==> src/rtl/note_player.sv <==
// Responder side of the song-reader handshake: times one note in beats,
// generates its square-wave tone and pulses note_done when it expires.
module note_player #(
    parameter int NOTE_W = 6,
    parameter int DUR_W  = 6,
    parameter int HP_W   = 16
) (
    input  logic              clk,
    input  logic              reset,
    input  logic              play,
    input  logic              load_new_note,
    input  logic [NOTE_W-1:0] note,
    input  logic [DUR_W-1:0]  duration,
    input  logic              beat,
    input  logic [HP_W-1:0]   half_period,
    output logic [NOTE_W-1:0] rom_addr,
    output logic              note_done,
    output logic              sound_out,
    output logic              busy
);

    typedef enum logic {
        IDLE    = 1'b0,
        PLAYING = 1'b1
    } state_t;

    state_t            state_q, state_d;
    logic [NOTE_W-1:0] rom_addr_q, rom_addr_d;
    logic [DUR_W-1:0]  beat_cnt_q, beat_cnt_d;
    logic [HP_W-1:0]   tone_cnt_q, tone_cnt_d;
    logic              tone_q, tone_d;
    logic              settle_q, settle_d;
    logic              note_done_q, note_done_d;
    logic              toneRun;

    always_ff @(posedge clk) begin
        if (reset) begin
            state_q     <= IDLE;
            rom_addr_q  <= '0;
            beat_cnt_q  <= '0;
            tone_cnt_q  <= '0;
            tone_q      <= 1'b0;
            settle_q    <= 1'b0;
            note_done_q <= 1'b0;
        end else begin
            state_q     <= state_d;
            rom_addr_q  <= rom_addr_d;
            beat_cnt_q  <= beat_cnt_d;
            tone_cnt_q  <= tone_cnt_d;
            tone_q      <= tone_d;
            settle_q    <= settle_d;
            note_done_q <= note_done_d;
        end
    end

    // settle masks the cycle in which the ROM still shows the previous note's data
    assign toneRun = (state_q == PLAYING) && play && !settle_q &&
                     (rom_addr_q != '0) && (half_period != '0);

    always_comb begin
        state_d     = state_q;
        rom_addr_d  = rom_addr_q;
        beat_cnt_d  = beat_cnt_q;
        tone_cnt_d  = tone_cnt_q;
        tone_d      = tone_q;
        settle_d    = 1'b0;
        note_done_d = 1'b0;

        if (load_new_note) begin
            rom_addr_d = note;
            beat_cnt_d = duration;
            tone_cnt_d = '0;
            tone_d     = 1'b0;
            settle_d   = 1'b1;
            state_d    = PLAYING;
        end else if (state_q == PLAYING) begin
            // >= rather than == so a half-period that shrinks mid-tone still wraps
            if (toneRun) begin
                if (tone_cnt_q >= half_period - HP_W'(1)) begin
                    tone_cnt_d = '0;
                    tone_d     = ~tone_q;
                end else begin
                    tone_cnt_d = tone_cnt_q + HP_W'(1);
                end
            end
            if (play) begin
                if (beat_cnt_q == '0) begin
                    note_done_d = 1'b1;
                    state_d     = IDLE;
                end else if (beat) begin
                    if (beat_cnt_q == DUR_W'(1)) begin
                        note_done_d = 1'b1;
                        state_d     = IDLE;
                    end else begin
                        beat_cnt_d = beat_cnt_q - DUR_W'(1);
                    end
                end
            end
        end else begin
            tone_cnt_d = '0;
            tone_d     = 1'b0;
        end
    end

    assign rom_addr  = rom_addr_q;
    assign note_done = note_done_q;
    assign busy      = (state_q == PLAYING);
    assign sound_out = tone_q & play & (state_q == PLAYING) & (rom_addr_q != '0);

endmodule
==> config.mk <==
export PLATFORM = sky130hd
export DESIGN_NAME = note_player
export DESIGN_NICKNAME = d
export VERILOG_FILES = /design/src/rtl/note_player.sv
export SDC_FILE = /design/constraint.sdc
export NUM_CORES = 1
export LEC_CHECK = 0
export CAP_MARGIN = 10
export CORE_MARGIN = 4
export CORE_UTILIZATION = 50
export DETAILED_ROUTE_END_ITERATION = 16
export HOLD_SLACK_MARGIN = 0.02
export PLACE_DENSITY = 0.77
export REMOVE_ABC_BUFFERS = 1
export SYNTH_ARGS = -nofsm -noshare
export SYNTH_HDL_FRONTEND = slang
export SYNTH_SLANG_ARGS = --single-unit
==> constraint.sdc <==
create_clock -name clk -period 8.1 [get_ports clk]
set_input_delay 2.43 -clock clk [delete_from_list [all_inputs] [get_ports clk]]
set_output_delay 2.43 -clock clk [all_outputs]
set_load 0.05 [all_outputs]
==> results.cfg <==
[yosys]
ys_seq_elements = 32
synth_fa_ha_area_share_pct = 11.4
synth_top_family_by_area = simple AND/OR/NAND/NOR gates
synthMuxAreaShare_pct = 4.14
netlist_instances = 266
seq_area_frac_synth_pct = 29.1
synth_area_um2 = 2200
synth_xor_xnor_area_share_pct = 11.1
synth_area_per_cell_um2 = 8.29
synth_compound_area_share_pct = 15.3
ys_types = 41
post_synth_and_or_nand_nor_area_fraction_pct = 24.5
ys_warn_count = 0

[layout]
area_delta_synth_final_pct = 22.9
nets = 359
final_common_cell = clkdlybuf4s50_1
insertedDiodeCount = 0
drive_above_1_share_pct = 4.58
nFillCells = 361
multi_input_area_um2 = 1470
layout_common_cells = 41 x clkdlybuf4s50_1, 32 x dfxtp_1, 28 x nor2_1, 20 x nand2_1, 20 x ha_1
seq_area_um2 = 641

[critical_path]
start_kind = primary input
path_delay_family = buffers and inverters
crit_top_cell = clkdlybuf4s50_1
rr_endpoint = tone_q$_SDFFE_PP0P_
worstRegToRegCells = 6
max_stage_delay_ps = 840
critPathMaxFanout = 3
crit_buf_inv = 2
critPathSlowestCell = clkdlybuf4s50_1
worstSetupPathType = primary input to primary output
rr_startpoint = tone_cnt_q[13]$_SDFFE_PP0P_
r2r_slack_ps = 5740
end_kind = primary output
crit_arrival_ps = 4060
worstPathRequired_ps = 5670
crit_chain = clkdlybuf4s50_1 -> nand2_1 -> a211oi_1 -> clkdlybuf4s50_1

[grt]
grt_pass1_vias = 1809
grt_max_degree = 20
grt_pass1_wl_um = 8230
antenna_found_initial = 0
grt-ovfl-total = 0
grt_usage_pct = 18.9

[place]
hpwl_um = 3830
io_buffers = 41
gp_congestion = 0.905

[floorplan]
io_pins = 42
rows = 23
die_w_um = 74.4
initial_utilization_pct = 53.2
dieHeight_um = 74.4
dieArea_um2 = 5540
coreArea_um2 = 4140

[clocking]
clk_latency_ps = 280
htree_num_levels = 2
cts_setup_buffers = 0
cts_sinks = 32
root_buffer = clkbuf_8
cts_tree = yes
cts_buffers = 5
clkTransAtPathRegs_ps = 60
clock_path_buffers = 2
cts.repair.resized = 0
cts_hold_buf = 0

[worst_hold_path]
hold_class = register to register
hold_start = tone_cnt_q[1]$_SDFFE_PP0P_
hold_depth = 2
hold_end = tone_cnt_q[1]$_SDFFE_PP0P_

[pwr]
power_mw = 0.342
power.leakage_nw = 0.968
peakVddDrop_uv = 129
power.density_nw_per_um2 = 126

[sta]
clock.fmax_mhz = 154
finalMaxSlewViolations = 0
fin_crit_sh_pct = 80.1
fin_tns_setup_ps = 0
setup_viol = 0
fin_crit_ps = 6490
worstMarginPinSlew_ps = 751
finalHoldViolCount = 0
rsz0062_at_grt = no
final.setup_skew_ps = 2.50
slew_headroom_pct = 49.8

[routing]
wl_per_cell_um = 13.7
drc = 0
num_vias = 2022
dr.first_iter.drc_count = 105
dr.pass1.iters = 4
ant_nets = 0
totalWireLength_um = 4860
viasPerCell = 5.68

[run]
max-cap-violations = 0

[run_status]
status = complete, no violations
[synthesized netlist by cell type, drive strengths merged]
cell	number	area [um^2]
dfxtp	32	641
nor2	28	105
ha	20	250
nand2	20	75.1
nor3	19	95.1
xor2	15	131
xnor2	13	114
a21oi	12	71.3
inv	12	45.0
nand4	9	56.3
o211ai	9	67.6
mux2i	8	80.1
nand3	8	40.0
a211oi	7	52.6
or3	7	43.8
clkbuf	6	32.5
nor4	6	37.5
o21ai	6	41.3
buf	3	21.3
o2111ai	3	26.3
o21a	3	22.5
or4	3	22.5
and2	2	12.5
nand2b	2	12.5
or2	2	12.5
a2111oi	1	8.76
a211o	1	8.76
a21o	1	7.51
a31oi	1	6.26
and3	1	6.26
mux2	1	11.3
o21bai	1	7.51
o31ai	1	7.51
o32a	1	10.0
or3b	1	11.3
or4b	1	10.0
[worst max-delay path by stage]
stage	end	slack, ps	startpoint	depth (start not counted)
2_1_floorplan	sound_out	1970	play	2
3_3_place_gp	tone_q$_SDFFE_PP0P_	1420	half_period[0]	13
3_5_place_dp	tone_q$_SDFFE_PP0P_	1300	half_period[0]	13
4_1_cts	tone_q$_SDFFE_PP0P_	1600	half_period[0]	13
5_1_grt	tone_q$_SDFFE_PP0P_	1340	half_period[0]	13
6_report	sound_out	1610	play	4
[routing by layer]
metal,vias to the layer above,routed length [um],track usage [%]
li1,1050,-,-
met1,921,2280,26.7
met2,41,2290,29.3
met3,10,237,4.46
met4,0,56,4.15
met5,-,0,0
[cell families after synthesis]
| kind of cell | after synthesis |
|---|---|
| AOI/OAI and AO/OA | 47 |
| xor gates and xnor gates | 28 |
| adders and majority gates | 20 |
| buffers and inverters | 21 |
| DFF | 32 |
| muxes | 9 |
| and+or+nand+nor | 109 |
[through the flow]
stage | cell area [um^2] | hold slack, ps | std cells | setup slack (ps) | util, %
final | 2710 | 502 | 356 | 1610 | 65.4
after global routing | 2710 | 540 | 356 | 1340 | 65.4
after global placement | 2630 | 496 | 349 | 1420 | 63.5
after detailed placement | 2630 | 495 | 349 | 1300 | 63.5
after CTS | 2710 | 504 | 356 | 1600 | 65.4
after floorplan | 2150 | 466 | 257 | 1970 | -
[area by class of cell]
type / count / share of cell area [%]
clock inverter: 1 / 0.185
clock buffer: 6 / 2.68
inverter: 12 / 1.66
sequential: 32 / 23.6
timing repair buffer: 42 / 15.4
multi-input combinational: 213 / 54.1
tap: 50 / 2.31
[registers in the layout (all words and copies together) (netlist names)]
| signal | flops |
|---|---|
| busy | 1 |
| tone_q | 1 |
| rom_addr | 6 |
| beat_cnt_q | 6 |
| tone_cnt_q | 16 |
| note_done | 1 |
| settle_q | 1 |
[report_power, final]
group	switching, mW	internal (mW)	leakage (nW)	total [mW]
combinational	0.0330	0.0322	0.666	0.0652
clock	0.0534	0.0582	0.0410	0.112
sequential	0.00370	0.162	0.261	0.166
total	0.0901	0.252	0.968	0.342
[tightest hold or removal path, stage by stage, from the launching register on]
cell and delay, ps:
dfxtp_1 340, nand2_1 70, a21oi_1 50
Power figures use the tool's default switching activity.
